===== config.mk =====
export PLATFORM = sky130hd
export DESIGN_NAME = fsk_clock_divider
export DESIGN_NICKNAME = d
export VERILOG_FILES = /design/src/rtl/fsk_clkdiv_pkg.sv /design/src/rtl/fsk_clkdiv_channel.sv /design/src/rtl/fsk_clock_divider.sv
export SDC_FILE = /design/constraint.sdc
export NUM_CORES = 1
export LEC_CHECK = 0
export ABC_AREA = 1
export CAP_MARGIN = 40
export CORE_ASPECT_RATIO = 0.7
export CORE_UTILIZATION = 53
export DETAILED_ROUTE_END_ITERATION = 8
export GPL_ROUTABILITY_DRIVEN = 0
export PLACE_DENSITY = 0.71
export RECOVER_POWER = 50
export SETUP_SLACK_MARGIN = 0.2
export SYNTH_ARGS = -nofsm -noshare
export SYNTH_HDL_FRONTEND = slang
export SYNTH_SLANG_ARGS = --single-unit

===== constraint.sdc =====
create_clock -name clk -period 5.1 [get_ports clk]
set_input_delay 1.02 -clock clk [delete_from_list [all_inputs] [get_ports clk]]
set_output_delay 1.02 -clock clk [all_outputs]
set_load 0.01 [all_outputs]

===== src/rtl/fsk_clkdiv_pkg.sv =====
// Purpose: shared constants, types and helpers for the FSK modulator clock divider.
// Latency: n/a (package only).
// Backpressure: n/a (package only).
package fsk_clkdiv_pkg;

  localparam int CLKDIV_CNT_W        = 8;
  localparam int CLKDIV_DEF_HALF     = 8;
  localparam int CLKDIV_LOCK_TOGGLES = 16;

  typedef logic [CLKDIV_CNT_W-1:0] half_t;

  // A zero half-period cannot be counted, so it is treated as the fastest
  // legal ratio (half = 1, i.e. f_clk/2).
  function automatic logic [31:0] clamp_half(input logic [31:0] h);
    return (h == 32'd0) ? 32'd1 : h;
  endfunction

endpackage


===== src/rtl/fsk_clkdiv_channel.sv =====
// Purpose: one 50%-duty divider channel with glitch-free ratio switching and sticky lock.
// Latency: clk_out toggles on the cycle the counter hits half_active-1; a new ratio lands on the next 1->0 edge.
// Backpressure: pend stays high from config accept until the new ratio is applied; the parent must not write while it is high.
//
// Ports: clk, rst_n (async active-low), cfg_vld (qualified write strobe), cfg_half,
//        align (phase restart), clk_out, clk_lock, pend.
module fsk_clkdiv_channel
  import fsk_clkdiv_pkg::*;
#(
  parameter int CNT_W        = CLKDIV_CNT_W,
  parameter int DEF_HALF     = CLKDIV_DEF_HALF,
  parameter int LOCK_TOGGLES = CLKDIV_LOCK_TOGGLES
) (
  input  logic             clk,
  input  logic             rst_n,
  input  logic             cfg_vld,
  input  logic [CNT_W-1:0] cfg_half,
  input  logic             align,
  output logic             clk_out,
  output logic             clk_lock,
  output logic             pend
);

  localparam logic [CNT_W-1:0] HALF_RST = CNT_W'(DEF_HALF);
  localparam logic [CNT_W-1:0] LOCK_T   = CNT_W'(LOCK_TOGGLES);

  logic [CNT_W-1:0] cnt_q, cnt_d;
  logic [CNT_W-1:0] half_act_q, half_act_d;
  logic [CNT_W-1:0] half_pend_q, half_pend_d;
  logic [CNT_W-1:0] tog_q, tog_d;
  logic             pend_q, pend_d;
  logic             out_q, out_d;
  logic             lock_q, lock_d;

  logic [CNT_W-1:0] half_req;
  logic             wrap;

  always_comb begin
    half_req    = CNT_W'(clamp_half(32'(cfg_half)));
    wrap        = (cnt_q == half_act_q - CNT_W'(1));

    cnt_d       = cnt_q + CNT_W'(1);
    half_act_d  = half_act_q;
    half_pend_d = half_pend_q;
    tog_d       = tog_q;
    pend_d      = pend_q;
    out_d       = out_q;
    // Lock follows the toggle counter by one cycle and is sticky.
    lock_d      = lock_q | (tog_q == LOCK_T);

    if (align) begin
      cnt_d  = '0;
      out_d  = 1'b0;
      tog_d  = '0;
      lock_d = 1'b0;
      if (pend_q) begin
        half_act_d = half_pend_q;
        pend_d     = 1'b0;
      end
    end else if (wrap) begin
      cnt_d = '0;
      out_d = ~out_q;
      // Only swap ratios at the end of a full period (high->low) so the
      // old ratio always finishes its current cycle: no runt pulses.
      if (out_q && pend_q) begin
        half_act_d = half_pend_q;
        pend_d     = 1'b0;
        tog_d      = '0;
        lock_d     = 1'b0;
      end else if (tog_q != LOCK_T) begin
        tog_d = tog_q + CNT_W'(1);
      end
    end

    // The parent only strobes cfg_vld when pend_q is low, so this never
    // collides with an apply in the same cycle. A write of the running
    // ratio is swallowed so it does not disturb lock.
    if (cfg_vld && (half_req != half_act_q)) begin
      half_pend_d = half_req;
      pend_d      = 1'b1;
    end
  end

  always_ff @(posedge clk or negedge rst_n) begin
    if (!rst_n) begin
      cnt_q       <= '0;
      half_act_q  <= HALF_RST;
      half_pend_q <= HALF_RST;
      tog_q       <= '0;
      pend_q      <= 1'b0;
      out_q       <= 1'b0;
      lock_q      <= 1'b0;
    end else begin
      cnt_q       <= cnt_d;
      half_act_q  <= half_act_d;
      half_pend_q <= half_pend_d;
      tog_q       <= tog_d;
      pend_q      <= pend_d;
      out_q       <= out_d;
      lock_q      <= lock_d;
    end
  end

  assign clk_out  = out_q;
  assign clk_lock = lock_q;
  assign pend     = pend_q;

endmodule


===== src/rtl/fsk_clock_divider.sv =====
// Purpose: N_CH runtime-programmable 50%-duty clock dividers for the FSK modulator clock path.
// Latency: outputs are registered; all_lock trails the per-channel locks by one cycle.
// Backpressure: cfg_ready = !pend of the addressed channel (1 for out-of-range channels and in reset).
//
// Ports: clk, pll_lock (async active-low reset), cfg_valid/cfg_ready/cfg_ch/cfg_half (config),
//        clk_out, clk_lock (per channel), all_lock, align_req (only with FSK_CLKDIV_PHASE_ALIGN_EN).
// Optional: define FSK_CLKDIV_PHASE_ALIGN_EN to add align_req, which restarts every channel in phase.
module fsk_clock_divider
  import fsk_clkdiv_pkg::*;
#(
  parameter  int N_CH         = 2,
  parameter  int CNT_W        = CLKDIV_CNT_W,
  parameter  int DEF_HALF     = CLKDIV_DEF_HALF,
  parameter  int LOCK_TOGGLES = CLKDIV_LOCK_TOGGLES,
  localparam int CH_W         = (N_CH > 1) ? $clog2(N_CH) : 1
) (
  input  logic             clk,
  input  logic             pll_lock,
  input  logic             cfg_valid,
  output logic             cfg_ready,
  input  logic [CH_W-1:0]  cfg_ch,
  input  logic [CNT_W-1:0] cfg_half,
`ifdef FSK_CLKDIV_PHASE_ALIGN_EN
  input  logic             align_req,
`endif
  output logic [N_CH-1:0]  clk_out,
  output logic [N_CH-1:0]  clk_lock,
  output logic             all_lock
);

  logic [N_CH-1:0] pend;
  logic [N_CH-1:0] ch_we;
  logic            align;
  logic            all_lock_q, all_lock_d;

`ifdef FSK_CLKDIV_PHASE_ALIGN_EN
  assign align = align_req;
`else
  assign align = 1'b0;
`endif

  // Channel numbers beyond N_CH match no channel: ready stays 1 and the
  // write is absorbed without effect.
  always_comb begin
    cfg_ready = 1'b1;
    ch_we     = '0;
    for (int i = 0; i < N_CH; i++) begin
      if (cfg_ch == CH_W'(i)) begin
        cfg_ready = ~pend[i];
        ch_we[i]  = cfg_valid & ~pend[i];
      end
    end
  end

  for (genvar i = 0; i < N_CH; i++) begin : g_ch
    fsk_clkdiv_channel #(
      .CNT_W        (CNT_W),
      .DEF_HALF     (DEF_HALF),
      .LOCK_TOGGLES (LOCK_TOGGLES)
    ) u_ch (
      .clk      (clk),
      .rst_n    (pll_lock),
      .cfg_vld  (ch_we[i]),
      .cfg_half (cfg_half),
      .align    (align),
      .clk_out  (clk_out[i]),
      .clk_lock (clk_lock[i]),
      .pend     (pend[i])
    );
  end

  always_comb begin
    all_lock_d = &clk_lock;
  end

  always_ff @(posedge clk or negedge pll_lock) begin
    if (!pll_lock) begin
      all_lock_q <= 1'b0;
    end else begin
      all_lock_q <= all_lock_d;
    end
  end

  assign all_lock = all_lock_q;

endmodule


==> results of run 1 <==
[cells in the mapped netlist, drive strengths merged]
master  count
nand3b      4
clkinv      3
ha          8
clkbuf      3
buf        14
nand3      56
dfrtp      67
xnor2      19
or2         6
dfstp       4
a31oi       2
nor2       59
nor3b       4
inv        45
a21oi       2
mux2i       1
nor3        4
xor2       18
nand2     190
o21ai       4
nor4        2
nand4      37
[area by class of cell]
class                   count  area, µm²
flip-flops and latches     71       1780
clock inverters             5        104
well taps                  98        123
fillers                   650       2760
multi-input cells         416       2110
inverters                  48        180
clock buffers              11        151
repair buffers             25        243
[routing by layer]
layer  track usage  part of all wire  vias to the layer above  wire length [µm]
met5             0                 0                        -                 0
met4        0.0671            0.0085                        0                78
li1              -                 -                     1814                 -
met3        0.0599             0.055                       10               500
met1         0.370              0.51                     1715              4640
met2         0.348              0.43                       97              3910
[cell families (layout without fill, tap and decap cells)]
family,after synthesis,after routing,synth area share
AO/OA/AOI/OAI,8,8,0.0102
XOR/XNOR,37,37,0.0775
adder cells (fa/ha/maj),8,8,0.0240
buffers and inverters,65,89,0.0692
flip-flops,71,71,0.426
multiplexers,1,1,0.00240
AND/OR/NAND/NOR,362,362,0.390
[stage by stage]
| step | instances | utilization |
|---|---|---|
| after floorplan | 552 | - |
| after global placement | 655 | 0.590 |
| after detailed placement | 658 | 0.596 |
| after CTS | 674 | 0.631 |
| after global routing | 674 | 0.630 |
| final | 674 | 0.630 |
[final timing paths]
kind | start | endpoint | slack, ns | cells after the start
worst max-delay path | cfg_ch | cfg_ready | 1.75 | 3
min in group asynchronous | pll_lock | g_ch[1].u_ch.tog_q[4] | 1.15 | 2
worst min-delay path | g_ch[1].u_ch.half_pend_q[3] | g_ch[1].u_ch.half_pend_q[3] | 0.47 | 2
worst min register to register | g_ch[1].u_ch.half_pend_q[3] | g_ch[1].u_ch.half_pend_q[3] | 0.47 | 2
max in group asynchronous | pll_lock | g_ch[0].u_ch.half_act_q[3] | 2.97 | 3
worst max register to register | g_ch[0].u_ch.half_act_q[0] | g_ch[0].u_ch.cnt_q[7] | 2.03 | 14
[flip-flops by register name, indices dropped and copies added, names as in the netlist]
register	count
all_lock	1
g_ch.u_ch.clk_lock	2
g_ch.u_ch.clk_out	2
g_ch.u_ch.cnt_q	16
g_ch.u_ch.half_act_q	16
g_ch.u_ch.half_pend_q	16
g_ch.u_ch.pend	2
g_ch.u_ch.tog_q	16
[critical path, cell delays in order]
cell and delay, ns:
clkdlybuf4s50_1 0.52, mux2i_1 0.22, clkdlybuf4s50_1 0.56
[report_power, final]
group	switching [mW]	internal (mW)
logic	0.0239	0.0162
clock network	0.218	0.352
registers	0.00274	0.568
==> out/results.txt, run 1 <==
Max Fclk = 0.299 GHz
# setup viols final = 0
Most frequent cells in the layout = 188 x nand2_1, 67 x dfrtp_1, 56 x nor2_1
Initial DRC Count = 221
Synth Warn # = 0
Worst slew pin tran = 1.60 ns
Post-CTS sizing = 0
Critical Path RT = 4.08 ns
Mean post-synth cell area = 7.57 µm²
Layout area overhead = 12.2%
Final std cell area, no fill = 4690 µm²
Mapped Cells = 552
Fraction of layout cells with a size suffix above 1 = 0.0747
Yosys top cell by area = dfrtp_1
Gr ovfl total = 0
Total power = 1.18 mW
Synthesized cell area = 4180 µm²
Failing checks = capacitance limit, slew limit
Detailed-route wire length = 9130 µm
DR vias/cell = 5.39
Initial antenna violation count = 0
Relative slew slack = -0.0675
CTS Sinks = 71
CTS tree = built
First-pass GRT wire length = 15900 µm
Setup Buffers After CTS = 0
Seq/Total Area, Yosys = 0.426
PnR worst setup slack = 1.75 ns
I/O Buffers = 17
I/O pin total = 18
Number of global-route vias before repair = 3318
Die Wd = 108 µm
Hold Vio Cnt, Final = 0
Die Area = 8250 µm²
Inserted Clock Buffers = 9
Hold slack = 0.473 ns
Antenna cell count = 0
Routed Antenna Nets = 0
Top cells by area in the synthesized netlist = dfrtp_1 40%, nand2_1 17%, nand3_1 6.2%, nand4_1 5.5%, nor2_1 5.0%
Leakage power = 2.33 nW
Cts hold-fix bufs = 0
Net count after synthesis = 572
VDD IR max = 0.198 mV
Post-Place Cell Area = 4440 µm²
CTS max path bufs = 2
Most common cell after layout, fill and taps aside = nand2_1
CP Max Fanout = 3
Post-synth cell types = 31
Clock root buffer master = clkbuf_8
Worst-Skew Late Latency = 0.35 ns
Max-cap violations = 1
Post-Route Skew = 0.00804 ns
Status = complete, but fails checks
Critical Path AT = 2.33 ns
Hpwl dp = 6500 µm
Fin crit period = 3.35 ns
Drt pass-1 iters = 4
Fin. max-slew vios = 28
Layout net count = 591
Critical Path Sink Type = output pin
Core Box Area = 7450 µm²
# DRC = 0
Period utilization = 0.657
Worst setup SP type = input port
Placement Setup Slack = 1.77 ns
H-tree Lvls = 3
Post-Route Setup TNS = 0 ns
RSZ-0062 raised after global routing = no
Yosys reg bits = 71
HP Class = reg2reg
Share of the synthesized area in the top cell type = 0.401
Largest net degree at the start of global routing = 45
Die H = 76.3 µm
Initial core utilization = 0.561
GRT Util Overall = 0.246
Rows = 26
Clk pin slew, worst setup/hold paths = 0.07 ns
Per-cell routed wire length = 13.5 µm
P per Cell Area = 252 nW/µm²
Via Count = 3636
WS Path Type = in2out
Note: power is estimated with default switching activity, not from simulation.
==> run 2, diff against run 1 <==
clock period = 3.3 ns   (was 5.1 ns; I/O delays follow)
==> out/results.txt, run 2 (synthesized netlist as in run 1, its figures left out) <==
Status = complete, but fails checks
Failing checks = capacitance limit, slew limit
Inserted Clock Buffers = 9
Number of global-route vias before repair = 3386
Crit path largest cell delay = 0.55 ns
Fraction of layout cells with a size suffix above 1 = 0.0796
I/O Buffers = 17
DR WL met2 = 3870 µm
Fin crit period = 2.58 ns
P per Cell Area = 382 nW/µm²
Worst setup SP type = input port
CTS max path bufs = 2
Period utilization = 0.782
Util after Layout = 0.630
DR vias/cell = 5.26
RSZ-0062 raised after global routing = no
CTS tree = built
Gr ovfl total = 0
Hold Vio Cnt, Final = 0
Clock root buffer master = clkbuf_8
Delay-heaviest family, CP = buffers and inverters
Wire length on met3 = 496 µm
H-tree Lvls = 3
Worst Path Buf+Inv = 2
Detailed-route wire length = 8990 µm
Drt pass-1 iters = 5
First-pass GRT wire length = 15600 µm
Layout area overhead = 12.3%
Fin. max-slew vios = 27
Post-CTS sizing = 0
# DRC = 0
DR top layer = met4
Post-Route Skew = 0.00632 ns
VDD IR max = 0.349 mV
Clk pin slew, worst setup/hold paths = 0.07 ns
GRT Util Overall = 0.245
Per-cell routed wire length = 13.3 µm
M1 wire length = 4470 µm
Die H = 76.3 µm
Total power = 1.79 mW
I/O pin total = 18
Initial DRC Count = 222
Routed Antenna Nets = 0
Setup Buffers After CTS = 0
Layout net count = 593
Worst path most repeated cell = clkdlybuf4s50_1
Worst slew pin tran = 1.57 ns
Critical Path RT = 2.64 ns
Cts hold-fix bufs = 0
Core Box Area = 7450 µm²
Initial core utilization = 0.561
Critical Path AT = 1.92 ns
Antenna cell count = 0
Largest net degree at the start of global routing = 46
Hpwl dp = 6570 µm
HP Class = reg2reg
Relative slew slack = -0.0465
Max-cap violations = 1
Rows = 26
Die Area = 8250 µm²
Worst-Skew Late Latency = 0.36 ns
Post-Route Setup TNS = 0 ns
# setup viols final = 0
Max Fclk = 0.388 GHz
Most common cell after layout, fill and taps aside = nand2_1
Critical Path Sink Type = output pin
CP Max Fanout = 3
Via Count = 3559
Slowest CP cell = clkdlybuf4s50_1
Die Wd = 108 µm
Initial antenna violation count = 0
Most frequent cells in the layout = 188 x nand2_1, 67 x dfrtp_1, 56 x nor2_1
WS Path Type = in2out
Critical Path, Cell by Cell = clkdlybuf4s50_1 -> mux2i_1 -> clkdlybuf4s50_1
Leakage power = 2.34 nW
CTS Sinks = 71
## run 2: worst paths after layout
| kind | start | end | slack, ns | cells after the start |
|---|---|---|---|---|
| max | cfg_ch | cfg_ready | 0.72 | 3 |
| min | g_ch[0].u_ch.half_pend_q[3] | g_ch[0].u_ch.half_pend_q[3] | 0.47 | 2 |
| max reg2reg | g_ch[1].u_ch.half_act_q[0] | g_ch[1].u_ch.cnt_q[1] | 0.91 | 10 |
| min reg2reg | g_ch[0].u_ch.half_pend_q[3] | g_ch[0].u_ch.half_pend_q[3] | 0.47 | 2 |
| max in group asynchronous | pll_lock | g_ch[0].u_ch.half_pend_q[3] | 1.57 | 3 |
| min in group asynchronous | pll_lock | g_ch[1].u_ch.clk_out | 0.77 | 2 |
## run 2: metrics by stage
stage	instances	setup slack (ns)	hold slack, ns	area (µm²)
floorplan	552	1.47	0.364	4180
global placement	659	0.737	0.452	4430
detailed placement	660	0.715	0.462	4450
CTS	676	0.715	0.291	4700
global route	676	0.677	0.498	4690
finish	676	0.720	0.474	4690
## run 2: cell type report
type / instances / area [µm²]
clock buffers: 10 / 138
clock inverters: 6 / 108
fillers: 655 / 2760
inverters: 48 / 180
multi-input cells: 416 / 2110
flip-flops and latches: 71 / 1780
well taps: 98 / 123
repair buffers: 27 / 256
## run 2: routing by layer
| metal | up-vias | global-route usage |
|---|---|---|
| met5 | - | 0 |
| met4 | 0 | 0.0836 |
| met3 | 17 | 0.0650 |
| met2 | 91 | 0.365 |
| met1 | 1636 | 0.343 |
| li1 | 1815 | - |
## run 2: worst min-delay path: stages (launching register included)
cell	delay, ns
dfstp_2	0.37
nand2_1	0.06
nand2_1	0.05
## run 2: power breakdown
part	switching [mW]	internal, mW
sequential	0.00432	0.878
combinational	0.0354	0.0250
clock	0.329	0.520
total	0.369	1.42
==> run 3, diff against run 2 <==
PLACE_DENSITY = 0.74   (was 0.71)
clock period = 2.2 ns   (was 3.3 ns; I/O delays follow)
==> out/results.txt, run 3 (synthesized netlist as in run 1, its figures left out) <==
Status = finished, final reports clean
Cts hold-fix bufs = 0
Hpwl dp = 7110 µm
Fin. max-slew vios = 0
RSZ-0062 raised after global routing = yes
Initial core utilization = 0.561
Core Box Area = 7450 µm²
I/O pin total = 18
Antenna cell count = 0
CTS tree = built
Critical Path Sink Type = flop
Inserted Clock Buffers = 9
Via Count = 3811
Rows = 26
Most common cell after layout, fill and taps aside = nand2_1
Fill cells = 612
P per Cell Area = 490 nW/µm²
Total power = 2.45 mW
# setup viols final = 0
Critical Path AT = 2.18 ns
Placement Setup Slack = 0.0363 ns
Worst setup SP type = flop
Worst Setup SP = g_ch[1].u_ch.half_act_q[0]
H-tree Lvls = 3
Relative slew slack = 0.301
Worst-Skew Late Latency = 0.36 ns
Number of global-route vias before repair = 3686
Critical Path RT = 2.44 ns
Die Area = 8250 µm²
Hold Vio Cnt, Final = 0
Post-Route Skew = 0.00902 ns
PnR worst setup slack = 0.256 ns
Area occupied by registers = 1780 µm²
HP Class = in2async
WS Path Type = reg2reg
CTS max path bufs = 2
Drt pass-1 iters = 5
Layout net count = 623
Area occupied by multi-input gates = 2200 µm²
Initial antenna violation count = 0
Die Wd = 108 µm
Clock root buffer master = clkbuf_8
Max Fclk = 0.514 GHz
Die H = 76.3 µm
Max-cap violations = 0
Most frequent cells in the layout = 183 x nand2_1, 67 x dfrtp_1, 52 x nor2_1
Post-Route Setup TNS = 0 ns
I/O Buffers = 17
Worst r2r src = g_ch[1].u_ch.half_act_q[0]
Fin crit period = 1.94 ns
VDD IR max = 0.489 mV
Leakage power = 2.51 nW
Worst reg-to-reg path cell count = 11
Routed Antenna Nets = 0
Largest net degree at the start of global routing = 39
CP Max Fanout = 10
Worst slew pin tran = 1.05 ns
Per-cell routed wire length = 14.6 µm
Detailed-route wire length = 10300 µm
First-pass GRT wire length = 17100 µm
# DRC = 0
Gr ovfl total = 0
Clk pin slew, worst setup/hold paths = 0.08 ns
Period utilization = 0.884
Initial DRC Count = 273
CTS Sinks = 71
Fraction of layout cells with a size suffix above 1 = 0.146
DR vias/cell = 5.40
Layout area overhead = 19.6%
GRT Util Overall = 0.269
run 3: cell types whose count changed in the layout (fill, tap and decap cells not counted), moves of 4 or more:
| cell | previous run | this run |
|---|---|---|
| nor2_4 | 0 | 4 |
| buf_4 | 8 | 30 |
| nor2_1 | 56 | 52 |
| nand2_2 | 2 | 6 |
| nand2_1 | 188 | 183 |
run 3: where the power goes:
group          internal, mW  leakage, nW  switching [mW]  total [mW]
logic                0.0409         1.48          0.0581      0.0990
clock network         0.532       0.0987           0.494        1.03
registers              1.32        0.931         0.00700        1.32
run 3: critical path, stage by stage (launching register included):
cell     delay [ns]
dfrtp_1        0.40
inv_1          0.10
ha_2           0.21
nand3_2        0.13
nor2_2         0.13
xor2_1         0.16
nand2_1        0.11
nor2_4         0.14
buf_12         0.16
nand3_2        0.14
nand2_1        0.10
nand2_1        0.05
run 3: layer usage:
metal  routed length (µm)  track usage  vias to the layer above  part of all wire
li1                     -            -                     1891                 -
met1                 4930        0.382                     1817              0.48
met2                 4720        0.406                       95              0.46
met3                  592       0.0778                        8             0.057
met4                   71       0.0589                        0            0.0069
met5                    0            0                        -                 0
run 3: layout make-up:
type,instances,area share
multi-input combinational,417,0.440
sequential,71,0.356
timing repair buffer,56,0.103
inverter,48,0.0370
clock buffer,14,0.0365
tap,98,0.0245
clock inverter,2,0.00250
run 3: through the flow:
step / hold WS (ns) / instances / instance area, µm² / utilization
3_5_place_dp: 0.401 / 675 / 4570 / 0.614
5_1_grt: 0.230 / 706 / 5000 / 0.671
6_report: 0.186 / 706 / 5000 / 0.671
3_3_place_gp: 0.390 / 675 / 4570 / 0.614
2_1_floorplan: 0.144 / 552 / 4180 / -
4_1_cts: 0.0112 / 692 / 4800 / 0.644
run 3: what timing repair did:
action,4_1_cts,5_1_grt
pin swaps,0,6
endpoints found under the setup margin,39,53
setup buffers,1,11
cloned,0,3
resized for setup,8,23
run 3: path summary, 6_finish.rpt:
| check | end | slack [ns] |
|---|---|---|
| setup / recovery | g_ch[1].u_ch.half_act_q[4] | 0.26 |
| hold / removal | g_ch[1].u_ch.tog_q[5] | 0.19 |
| setup reg to reg | g_ch[1].u_ch.half_act_q[4] | 0.26 |
| hold reg to reg | g_ch[1].u_ch.half_pend_q[3] | 0.48 |
| max in group asynchronous | g_ch[1].u_ch.half_act_q[7] | 0.55 |
| min in group clk | g_ch[1].u_ch.half_pend_q[3] | 0.48 |
